**src/rtl/popcount_stream.sv**
```systemverilog
// Sequential popcount: one WIDTH-bit word per valid/ready transaction,
// counted CHUNK bits per cycle, result held until the consumer takes it.
//
// Ports:
//   clk, reset          rising-edge clock, synchronous active-high reset
//   in_valid/in_ready   input handshake; in_data word, in_zeros selects
//                       counting clear bits instead of set bits
//   out_valid/out_ready output handshake; out_count is the result
//   busy                high while chunks are being counted
// Optional: define POPCOUNT_THRESH_EN to add the thresh input and the out_ge
// output (out_count >= thresh latched with the word).
module popcount_stream #(
    parameter int WIDTH  = 255,
    parameter int CHUNK  = 32,
    parameter int CNT_W  = $clog2(WIDTH + 1),
    parameter int NCHUNK = (WIDTH + CHUNK - 1) / CHUNK
) (
    input  logic             clk,
    input  logic             reset,
    input  logic             in_valid,
    output logic             in_ready,
    input  logic [WIDTH-1:0] in_data,
    input  logic             in_zeros,
`ifdef POPCOUNT_THRESH_EN
    input  logic [CNT_W-1:0] thresh,
    output logic             out_ge,
`endif
    output logic             out_valid,
    input  logic             out_ready,
    output logic [CNT_W-1:0] out_count,
    output logic             busy
);

    localparam int PW    = NCHUNK * CHUNK;
    localparam int IDX_W = (NCHUNK > 1) ? $clog2(NCHUNK) : 1;
    localparam logic [IDX_W-1:0] LAST = IDX_W'(NCHUNK - 1);

    typedef enum logic [1:0] {IDLE, COUNT, DONE} state_t;

    state_t           state;
    logic [PW-1:0]    word;
    logic [IDX_W-1:0] idx;
    logic [CNT_W-1:0] acc;
    logic [CNT_W-1:0] sum;
    logic             accept;
`ifdef POPCOUNT_THRESH_EN
    logic [CNT_W-1:0] thr;
`endif

    function automatic logic [CNT_W-1:0] ones(input logic [CHUNK-1:0] w);
        logic [CNT_W-1:0] c;
        c = '0;
        for (int i = 0; i < CHUNK; i++)
            c = c + CNT_W'(w[i]);
        return c;
    endfunction

    assign in_ready = (state == IDLE) || (state == DONE && out_ready);
    assign accept   = in_valid && in_ready;
    assign busy     = (state == COUNT);
    // The word is shifted down each cycle, so the current chunk is always
    // the low CHUNK bits.
    assign sum      = acc + ones(word[CHUNK-1:0]);

    always_ff @(posedge clk) begin
        if (reset) begin
            state     <= IDLE;
            word      <= '0;
            idx       <= '0;
            acc       <= '0;
            out_valid <= 1'b0;
            out_count <= '0;
`ifdef POPCOUNT_THRESH_EN
            thr       <= '0;
            out_ge    <= 1'b0;
`endif
        end else begin
            if (accept) begin
                // Invert before zero-extension so padding bits stay 0
                // and never count, whichever polarity is requested.
                word  <= PW'(in_data ^ {WIDTH{in_zeros}});
                acc   <= '0;
                idx   <= '0;
`ifdef POPCOUNT_THRESH_EN
                thr   <= thresh;
`endif
            end
            unique case (state)
                IDLE: begin
                    if (accept)
                        state <= COUNT;
                end
                COUNT: begin
                    acc  <= sum;
                    word <= word >> CHUNK;
                    idx  <= idx + 1'b1;
                    if (idx == LAST) begin
                        out_count <= sum;
                        out_valid <= 1'b1;
`ifdef POPCOUNT_THRESH_EN
                        out_ge    <= (sum >= thr);
`endif
                        state     <= DONE;
                    end
                end
                DONE: begin
                    if (out_ready) begin
                        out_valid <= 1'b0;
`ifdef POPCOUNT_THRESH_EN
                        out_ge    <= 1'b0;
`endif
                        state     <= in_valid ? COUNT : IDLE;
                    end
                end
                default: state <= IDLE;
            endcase
        end
    end

endmodule

```
**config.mk**
```make
export PLATFORM = sky130hd
export DESIGN_NAME = popcount_stream
export DESIGN_NICKNAME = d
export VERILOG_FILES = /design/src/rtl/popcount_stream.sv
export SDC_FILE = /design/constraint.sdc
export NUM_CORES = 1
export LEC_CHECK = 0
export CAP_MARGIN = 20
export CORE_MARGIN = 2
export CORE_UTILIZATION = 52
export DETAILED_ROUTE_END_ITERATION = 6
export PLACE_DENSITY_LB_ADDON = 0.08
export SLEW_MARGIN = 20
export SYNTH_ARGS = -nofsm -noshare
export SYNTH_HDL_FRONTEND = slang
export SYNTH_SLANG_ARGS = --single-unit
```
**constraint.sdc**
```tcl
create_clock -name clk -period 11.9 [get_ports clk]
set_input_delay 1.19 -clock clk [delete_from_list [all_inputs] [get_ports clk]]
set_output_delay 1.19 -clock clk [all_outputs]
set_load 0.02 [all_outputs]
```
## Yosys cells after proc, flatten, opt, wreduce, memory -nomap -nowiden

Index checks and enable logic that the tools add are counted.

- Register bits: 277
- Input bits: 260
- Output and inout bits: 11
- Word-level logic and storage cells: 71

- Add/sub/neg operators: 33
- Equal/unequal tests: 6
- Mux-type cells: 14
- Bitwise operators: 1
- Reductions and logical operators: 10

Operators by type and width:

| cell | number |
|---|---|
| $mux 224 | 2 |
| $xor 255x255->255 | 1 |
| $add 8x1->8 | 24 |
| $mux 8 | 2 |
| $add 7x1->8 | 1 |
| $add 8x8->8 | 1 |
| $add 6x1->7 | 1 |
| $add 5x1->6 | 1 |
| $mux 2 | 3 |
| $mux 3 | 2 |
| $pmux 2 s3 | 1 |
| $reduce_and 3->1 | 2 |
| $add 4x1->5 | 1 |
| $add 3x1->4 | 1 |
| $ne 2x2->1 const B | 2 |
| $reduce_bool 2->1 | 2 |
| $add 2x1->3 | 1 |
| $add 3x1->3 const B | 1 |
| $eq 3x3->1 const B | 1 |
| $mux 1 | 3 |
| $add 1x1->2 | 1 |
| $eq 2x1->1 const B | 1 |
| $eq 2x2->1 const B | 1 |
| $logic_and 1x1->1 | 2 |
| 6 further kinds | 6 |

## Logic depth before layout (Yosys ltp)

- Word-level depth: 33
- Gate-level depth with buffers: 15
- Depth with buffers taken out: 15

## Worst setup path before layout

Ideal clock, no wire load.

- Kind: register to register
- From: register word[23]
- To: register out_count[6]
- Setup time: 0.127 ns
- Data arrival time: 4.727 ns
- Required time: 11.773 ns
- Path slack: 7.046 ns
- Stages on the path, launching flop included: 14
- Path buffers: 0
- Period minus slack after synthesis: 4.854 ns
- Path through: dfxtp_1 > inv_1 > fa_1 > fa_1 > fa_1 > fa_1 > fa_1 > fa_1 > fa_1 > fa_1 > nor2b_1 > o31ai_1 > a211oi_1 > o31ai_1

- Longest elaborated chain between the ends: 10

Ends and longest elaborated chain:

| item | RTL line | text |
|---|---|---|
| start, declared | 41 | `logic [PW-1:0] word;` |
| start signal, assigned | 81 | `word <= PW'(in_data ^ {WIDTH{in_zeros}});` |
| start signal, assigned | 95 | `word <= word >> CHUNK;` |
| $add 8x1->8 (9 in a row) | 54 | `c = c + CNT_W'(w[i]);` |
| $add 8x8->8 | 63 | `assign sum = acc + ones(word[CHUNK-1:0]);` |
| end signal, assigned | 98 | `out_count <= sum;` |
| end, declared | 30 | `output logic [CNT_W-1:0] out_count,` |

Every way passes these cells.
A chain may end at the register's enable or synchronous reset.

## Worst setup path in the final report

Same ends and word-level chain as after synthesis.

==> results.json <==
{
  "yosysWarningCount": 0,
  "postCtsHoldBufs": 0,
  "synth_fa_ha_area_frac": 0.04938,
  "hp-start": "word[79]$_SDFFE_PP0P_",
  "syn2layout_area_growth_pct": 23.61,
  "clock_skew_ns": 0.01707,
  "synth_top_cell_by_area": "dfxtp_1",
  "timing.rr.end": "out_count[6]$_SDFFE_PP0P_",
  "vias": 13030,
  "crit_path_max_fanout": 3,
  "ys.flop_type": "dfxtp_1",
  "avgSynthCellArea_um2": 8.519,
  "crit_cells": 13,
  "num_rows": 61,
  "fin_tns_setup_ns": 0,
  "power_density_nw_per_um2": 155.8,
  "synth-edff-count": 0,
  "hpwlAfterDp_mm": 28.51,
  "cts_buffer_depth": 3,
  "synth_compound_area_frac": 0.2338,
  "first_global_vias": 12630,
  "leakage_nw": 6.486,
  "holdPathEnd": "word[47]$_SDFFE_PP0P_",
  "regArea_um2": 5545,
  "synthSimpleGateAreaFrac": 0.1243,
  "crit_path_start": "word[23]$_SDFFE_PP0P_",
  "synth_top_area_share": 0.3734,
  "postCtsSetupBuffers": 0,
  "status": "finished, violations left",
  "rr_worst_depth": 13,
  "antenna_found_initial": 4,
  "clk_latency_ns": 0.55,
  "drc_errors": 1,
  "clkSinkCount": 277,
  "synthTopCellsByCount": "dfxtp_1, nand2_1, a21oi_1, xnor2_1, o211ai_1",
  "hold_path_class": "register to register",
  "syn_nets": 2046,
  "gp_routability_congestion": 0.8632,
  "startpoint_type": "register",
  "peakVddDrop_uv": 107.2,
  "post_cts_resize_count": 0,
  "root_buffer": "clkbuf_16",
  "vias_per_cell": 5.690,
  "synth_mux_area_frac": 0,
  "yosys.cell_types.count": 39,
  "endpoint_kind": "register",
  "r2r_slack_ns": 6.69,
  "synth-xor-area-share": 0.1510,
  "report.final.slew_viol_count": 0,
  "synth_top_family_by_area": "compound AO/OA/AOI/OAI gates",
  "core_area_um2": 27930,
  "drv_cap": 0,
  "wl_per_cell_um": 18.97,
  "layout-drive-gt1-share": 0.05181,
  "timing.fmax_mhz": 191.9,
  "syn_area_um2": 14850,
  "grt_max_degree": 202,
  "pre_cts_ws_ns": 6.710,
  "die-area_um2": 29920,
  "hold_viol_final": 0,
  "path_buf_inv": 1,
  "rsz0062_at_grt": "false",
  "synthCells": 1743,
  "fillers": 2434,
  "period_share": 0.4378,
  "required_ns": 12.30,
  "fp.dieH_um": 173.0,
  "ant_nets": 0,
  "globalRouteTotalUtil": 0.2789,
  "clk_pin_slew_worst_paths_ns": 0.06,
  "cpMaxStageDelayCell": "fa_1",
  "drt_first_pass_iters": 7,
  "synth_most_common_cell": "dfxtp_1",
  "grt-ovfl-total": 0,
  "dieWidth_um": 173.0,
  "slew-limit-headroom": 0.2980,
  "multi_input_area_um2": 8318,
  "synth.area.top_cells": "dfxtp_1, xnor2_1, a21oi_1, xor2_1, o211ai_1",
  "max_stage_delay_ns": 0.56,
  "port_buffers": 270,
  "path_delay_family": "adder cells",
  "synthArstFlopShare": 0,
  "whs_path_depth": 2,
  "cp.arrival_ns": 5.61,
  "failed_checks": "DRC",
  "grt_first_pass_wirelength_mm": 68.16,
  "start_util": 0.5316,
  "rr_startpoint": "word[23]$_SDFFE_PP0P_",
  "yosysSeqAreaShare": 0.3734,
  "setup_viol": 0,
  "cts_tree": "done",
  "finalPower_mw": 2.860,
  "drt-initial-drc-count": 1224,
  "htreeDepth": 1,
  "tightest_slew_ns": 1.053,
  "crit_top_cell": "fa_1",
  "fin_crit_ns": 5.210,
  "crit_type": "register to register",
  "finalNetCount": 2194,
  "routed_wl_mm": 43.43,
  "io-pin-count": 271,
  "cts_inserted_buffers": 31,
  "setup_ws_ns": 6.690,
  "path_cells": "inv_1, fa_1, fa_1, fa_1, fa_1, fa_1, fa_1, fa_1, fa_1, nor2b_1, o31ai_1, a211oi_1, o31ai_1",
  "synth_seq_cells": 277
}
==> worst reg2reg max path: stages (launching register included) <==
cell	delay (ns)
dfxtp_1	0.33
inv_1	0.06
fa_1	0.50
fa_1	0.56
fa_1	0.46
fa_1	0.56
fa_1	0.44
fa_1	0.48
fa_1	0.44
fa_1	0.48
nor2b_1	0.21
o31ai_1	0.13
a211oi_1	0.29
o31ai_1	0.12
==> where the power goes <==
group          internal [mW]  total [mW]  switching (mW)
registers               1.01        1.07          0.0548
logic                  0.376       0.830           0.454
clock network          0.581       0.961           0.380
total                   1.97        2.86           0.889
==> routing by layer <==
layer  vias to the layer above  wire [µm]  GRT usage
met5                         -         25          0
li1                       6329          -          -
met3                        67       2684    0.04551
met1                      6201      19070     0.3827
met2                       430      20650     0.4567
met4                         4       1008    0.07380
==> final cells by class <==
cell class / instances / share of cell area
Clock buffer: 41 / 0.04594
Inverter: 41 / 0.008793
Antenna cell: 1 / 0.0001363
Sequential cell: 277 / 0.3021
Timing Repair Buffer: 285 / 0.1547
Multi-Input combinational cell: 1255 / 0.4532
Clock inverter: 12 / 0.009339
Tap cell: 378 / 0.02577
==> registers in the layout, indices dropped and copies added, names as in the netlist <==
signal	cells
acc	8
word	255
out_count	8
idx	3
state	2
out_valid	1
==> cells by family after synthesis <==
group                    Yosys count
AO/OA/AOI/OAI                    525
XOR/XNOR                         256
adder cells (fa/ha/maj)           43
buffers and inverters            211
flip-flops                       277
AND/OR/NAND/NOR                  431
==> metrics by stage <==
step | std cells | instance area [µm²] | hold slack (ns) | utilization
floorplan | 1743 | 14850 | 0.4321 | -
global placement | 2236 | 17330 | 0.4362 | 0.6205
detailed placement | 2236 | 17330 | 0.4419 | 0.6205
CTS | 2289 | 18350 | 0.4502 | 0.6569
global route | 2290 | 18360 | 0.4665 | 0.6571
finish | 2290 | 18360 | 0.4492 | 0.6571
==> how the worst max path moves through the flow <==
stage                                      endpoint  slack [ns]
after CTS                 out_count[6]$_SDFFE_PP0P_        6.67
after global placement    out_count[6]$_SDFFE_PP0P_        6.80
after floorplan           out_count[6]$_SDFFE_PP0P_        7.05
final                     out_count[6]$_SDFFE_PP0P_        6.69
after detailed placement  out_count[6]$_SDFFE_PP0P_        6.71
after global routing      out_count[6]$_SDFFE_PP0P_        6.50
==> placed cells by master (no fill, tap or decap), drive strengths merged, types with 5 or more instances in the layout <==
cell and n:
o211ai 122, clkinv 6, a211oi 34, nand2b 5
xnor2 141, nand2 241, clkbuf 42, buf 16
fa 26, inv 43, ha 17, nand3 115
a22oi 114, xor2 115, clkdlybuf4s50 268, dfxtp 277
o21a 5, nor2b 7, a21oi 240, nor2 46
Power figures use the tool's default switching activity.
==> patch 1 (same flow settings) <==
Encoding of `state_t`: now one-hot (3 bits for 3 states).
--- a/src/rtl/popcount_stream.sv
+++ b/src/rtl/popcount_stream.sv
@@ -35,7 +35,7 @@
     localparam int IDX_W = (NCHUNK > 1) ? $clog2(NCHUNK) : 1;
     localparam logic [IDX_W-1:0] LAST = IDX_W'(NCHUNK - 1);
 
-    typedef enum logic [1:0] {IDLE, COUNT, DONE} state_t;
+    typedef enum logic [2:0] {IDLE = 3'b001, COUNT = 3'b010, DONE = 3'b100} state_t;
 
     state_t           state;
     logic [PW-1:0]    word;
Function: same outputs for any inputs over 4 cycles, from zero or initial values and one cycle with reset high; so few cycles prove little.
==> patch 1 against the unedited design <==
Synthesized area shrank 2.0%. Synthesized cell count decreased by 5.4%. Via count fell by 1.2%. Sequential share of layout area grew 0.66 points. Sequential power grew 4%. Cell area decreased by 1.8%. Largest cell class unchanged. Sequential cell count grew 1. Total power up 0.54%. Die area is 2.0% lower. Non-clock buffer count fell by 2. Wire length decreased by 3.2%. Worst setup slack lost 76 ps. Clock power down 2.7%. Combinational power barely moved.
==> patch 1: results (changes against the unedited design) <==
[synth]
ys_types = 44  ; +13%
ys_top_cells_by_count = 278 x dfxtp_1, 238 x a21oi_1, 235 x nand3_1
synthTopCellsByArea = dfxtp_1 38%, xor2_1 13%, a22oi_1 12%, a21oi_1 8.2%, nand3_1 8.1%
ys_warn_count = 0  ; unchanged
syn_nets = 1952  ; -4.6%
ys_seq_area_share_pct = 38.2  ; +0.91 points
ys_async_sr_fraction_pct = 0  ; unchanged

[grt]
antenna_found_initial = 2  ; -2
grt_pass1_wl_mm = 63.6  ; -6.7%
grt_max_degree = 236  ; +17%
grt_usage_pct = 27.5  ; -0.43 points
grt_pass1_vias = 12000  ; -4.6%

[routing]
drt-total-wl_mm = 42.1  ; -3.2%
drt-initial-drc-count = 1276  ; +4.2%
drtPass1Iterations = 5  ; -2
dr_total_vias = 12900  ; -1.2%

[sta]
timing.slew.headroom_pct = 30.0  ; +0.16 points
skew_ps = 12.4  ; -4.66 ps
whs_ps = 466  ; +16.6 ps

[placement]
portBuffers = 270  ; unchanged
gp_congestion = 0.892  ; +3.3%
post-dp-hpwl_mm = 27.4  ; -3.9%

[power_and_ir_drop]
leakage_nw = 6.61  ; +1.9%
irDropWorstVdd_uv = 133  ; +24%

[final_layout]
drive_above_1_share_pct = 4.19  ; -0.99 points
fillers = 2502  ; +2.8%
nets = 2095  ; -4.5%
top_regs = word x255, acc x8, out_count x8

[min_path]
min_path_type = reg -> reg

[cts]
cts_max_level = 1  ; unchanged
cts_setup_buffers = 0  ; unchanged
cts_buffer_depth = 3  ; unchanged
insertion_delay_ps = 560
cts.clk_slew.worst_paths_ps = 60  ; about the same
cts_resized = 0  ; unchanged
cts_root_buf = clkbuf_16
numCtsBuffers = 31  ; unchanged

[setup_path]
cp_data_arrival_time_ps = 5690  ; +80 ps
critical_path.max_fanout = 3  ; unchanged
r2r_slack_ps = 6610  ; -80 ps

[outcome]
status = finished clean

## patch 1: layout make-up
type / count / area [um^2] / share of cell area, %
Antenna cell: 2 / 5.00 / 0.0278
Clock buffer: 42 / 867 / 4.81
Multi-Input combinational cell: 1152 / 8000 / 44.4
Timing Repair Buffer: 283 / 2820 / 15.6
Sequential cell: 278 / 5570 / 30.9
Clock inverter: 11 / 118 / 0.652
Inverter: 46 / 180 / 0.999
Tap cell: 378 / 473 / 2.62
## patch 1: cells by family (layout without fill, tap and decap cells)
| family | Yosys count | after routing | synth area share [%] |
|---|---|---|---|
| xor+xnor | 256 | 256 | 15.4 |
| compound gates | 535 | 535 | 23.6 |
| simple gates | 318 | 318 | 10.8 |
| flops | 278 | 278 | 38.2 |
| buf+inv | 219 | 382 | 6.85 |
| fa+ha+maj | 43 | 43 | 5.04 |
| other cells | 0 | 2 | 0 |
## patch 1: final timing paths
| check | start | endpoint | depth (start not counted) |
|---|---|---|---|
| worst max register to register | word[17] | acc[6] | 15 |
| worst max-delay path | word[17] | acc[6] | 15 |
| worst min register to register | word[4] | word[4] | 2 |
| worst min-delay path | word[4] | word[4] | 2 |
## patch 1: metrics by stage
stage | utilization, % | cells | total power [mW] | setup slack [ps] | area (um^2)
detailed placement | 61.7 | 2137 | 1.95 | 6630 | 17000
global route | 65.2 | 2191 | 3.04 | 6290 | 18000
global placement | 61.7 | 2137 | 1.93 | 6700 | 17000
floorplan | - | 1649 | 1.69 | 6950 | 14600
finish | 65.3 | 2192 | 2.88 | 6610 | 18000
CTS | 65.2 | 2190 | 2.89 | 6600 | 18000
## patch 1: where the power goes
part / leakage [nW] / total (mW) / switching, mW / internal, mW
sequential: 2.28 / 1.11 / 0.0710 / 1.04
combinational: 3.85 / 0.829 / 0.470 / 0.359
clock: 0.482 / 0.935 / 0.386 / 0.549
## patch 1: routing by layer
| layer | global-route usage (%) | up-vias | wire length [um] |
|---|---|---|---|
| li1 | - | 6171 | - |
| met1 | 36.1 | 6186 | 17300 |
| met2 | 46.8 | 447 | 20800 |
| met3 | 3.84 | 67 | 2780 |
| met4 | 8.40 | 0 | 1170 |
| met5 | 0 | - | 0 |
## patch 1: worst max-delay path: stages, from the launching register on
cell      delay [ps]
dfxtp_1          330
fa_1             550
inv_1             60
fa_1             470
inv_1             50
fa_1             490
inv_1             60
fa_1             470
fa_1             520
fa_1             430
fa_1             440
fa_1             480
nor2b_1          220
o31ai_1          130
a211oi_1         320
o32ai_1          110
==> patch 2 (same settings) <==
Without the edit above. Set the parameter `CHUNK` to 64 (it was 32).
--- a/src/rtl/popcount_stream.sv
+++ b/src/rtl/popcount_stream.sv
@@ -11,7 +11,7 @@
 // output (out_count >= thresh latched with the word).
 module popcount_stream #(
     parameter int WIDTH  = 255,
-    parameter int CHUNK  = 32,
+    parameter int CHUNK  = 64,
     parameter int CNT_W  = $clog2(WIDTH + 1),
     parameter int NCHUNK = (WIDTH + CHUNK - 1) / CHUNK
 ) (
Check against the original RTL: no difference found for any inputs over 4 cycles, from zero or initial values and one cycle with reset high; that may be too few to reach the edited logic, so the function may still have changed.
==> patch 2 against the unedited design <==
Global-route usage is 1.5 points higher. Synthesized area rose by 7.1%. Wire length rose by 11%. Cell area increased by 6.8%. Worst setup slack worse by 1300 ps. Critical path depth increased by 5. Sequential cell count decreased by 1. Critical path type unchanged. Critical endpoint unchanged.
Power is not compared: it rests on default switching activity, and its combinational part moved more than twofold at a synthesized area within 25%.
==> patch 2: results (changes against the unedited design) <==
[outcome]
status = finished clean

[cts]
insertion_delay_ps = 570  ; +20 ps

[routing]
drt-initial-drc-count = 1333  ; +8.9%
drt-total-wl_mm = 48.4  ; +11%
wire_per_inst_um = 19.9  ; +4.8%
dr_total_vias = 13900  ; +7.0%

[placement]
post-dp-hpwl_mm = 33.2  ; +16%
gp_congestion = 0.882  ; +2.2%
dpl.cell_count = 2370  ; +6.0%

[grt]
grt_pass1_wl_mm = 73.3  ; +7.5%
grt_usage_pct = 29.4  ; +1.5 points
grt_pass1_vias = 13200  ; +4.3%
grt_max_degree = 144  ; -29%
antenna_found_initial = 9  ; +5

[final_layout]
nets = 2349  ; +7.1%
drive_above_1_share_pct = 4.23  ; -0.95 points

[sta]
skew_ps = 24.9  ; +7.84 ps
worst_pin_slew_ps = 1090  ; +32.6 ps

[synth]
ys_async_sr_fraction_pct = 0  ; unchanged
ys_types = 42  ; +7.7%
ys_top_cells_by_count = 276 x dfxtp_1, 209 x nand2_1, 193 x xor2_1
ys_warn_count = 0  ; unchanged
synthTopCellsByArea = dfxtp_1 35%, xor2_1 11%, fa_1 7.0%, a22oi_1 5.5%, nand2_1 4.9%
synth_area_per_cell_um2 = 8.52  ; about the same
ys_seq_area_share_pct = 34.7  ; -2.6 points

[setup_path]
r2r_slack_ps = 5400  ; -1290 ps
r2r_start = word[59]
critical_path.max_fanout = 3  ; unchanged

[min_path]
worstHoldStart = word[161]
worstHoldEndpoint = word[161]

-- patch 2: kinds of logic (layout without fill, tap and decap cells) --
kind of cell | count (synthesis) | after routing | share of synthesized area, %
AO/OA/AOI/OAI | 490 | 490 | 20.6
XOR/XNOR | 258 | 258 | 14.2
adder cells (fa/ha/maj) | 81 | 81 | 9.01
buffers and inverters | 290 | 456 | 7.49
flip-flops | 276 | 276 | 34.7
other | 0 | 5 | 0
AND/OR/NAND/NOR | 471 | 471 | 14.0
-- patch 2: metrics by stage --
stage | total power, mW | instance area [um^2] | setup slack [ps] | hold slack [ps]
floorplan | 2.29 | 15900 | 5780 | 436
global placement | 2.72 | 18500 | 5590 | 442
detailed placement | 2.75 | 18500 | 5410 | 447
CTS | 3.75 | 19600 | 5410 | 456
global route | 4.02 | 19600 | 5050 | 471
finish | 3.76 | 19600 | 5400 | 455
-- patch 2: critical path, stage by stage, from the launching register on --
cell and delay [ps]:
dfxtp_1 320, inv_1 60, fa_1 540, fa_1 540, inv_1 50, fa_1 480, inv_1 60, fa_1 520
fa_1 430, fa_1 530, fa_1 430, fa_1 510, fa_1 190, inv_1 70, fa_1 470, a211o_1 360
a2111oi_0 440, nor3b_1 140, o31ai_1 250
-- patch 2: where the power goes --
group / total (mW) / switching [mW] / internal, mW
Combinational: 1.71 / 0.952 / 0.760
Sequential: 1.05 / 0.0455 / 1.00
Clock: 1.00 / 0.401 / 0.603
-- patch 2: final cells by class --
class,instances,area [um^2]
Fill cell,2641,10700
Multi-Input combinational cell,1300,9200
Sequential cell,276,5530
Timing Repair Buffer,290,2880
Clock buffer,43,881
Tap cell,396,495
Inverter,109,417
Clock inverter,14,186
Antenna cell,5,12.5
-- patch 2: layer usage --
metal,vias to the layer above,track usage (%),part of all wire (%)
li1,6740,-,-
met1,6563,40.9,44
met2,530,44.8,44
met3,107,5.98,7.7
met4,8,11.5,4.1
met5,-,0,0.097
-- patch 2: worst max-delay path by stage --
stage / startpoint / endpoint / slack (ps)
after floorplan: word[35] / out_count[6] / 5780
after detailed placement: word[59] / out_count[6] / 5410
after CTS: word[35] / out_count[6] / 5410
after global routing: word[53] / out_count[6] / 5050
after global placement: word[35] / out_count[6] / 5590
final: word[59] / out_count[6] / 5400
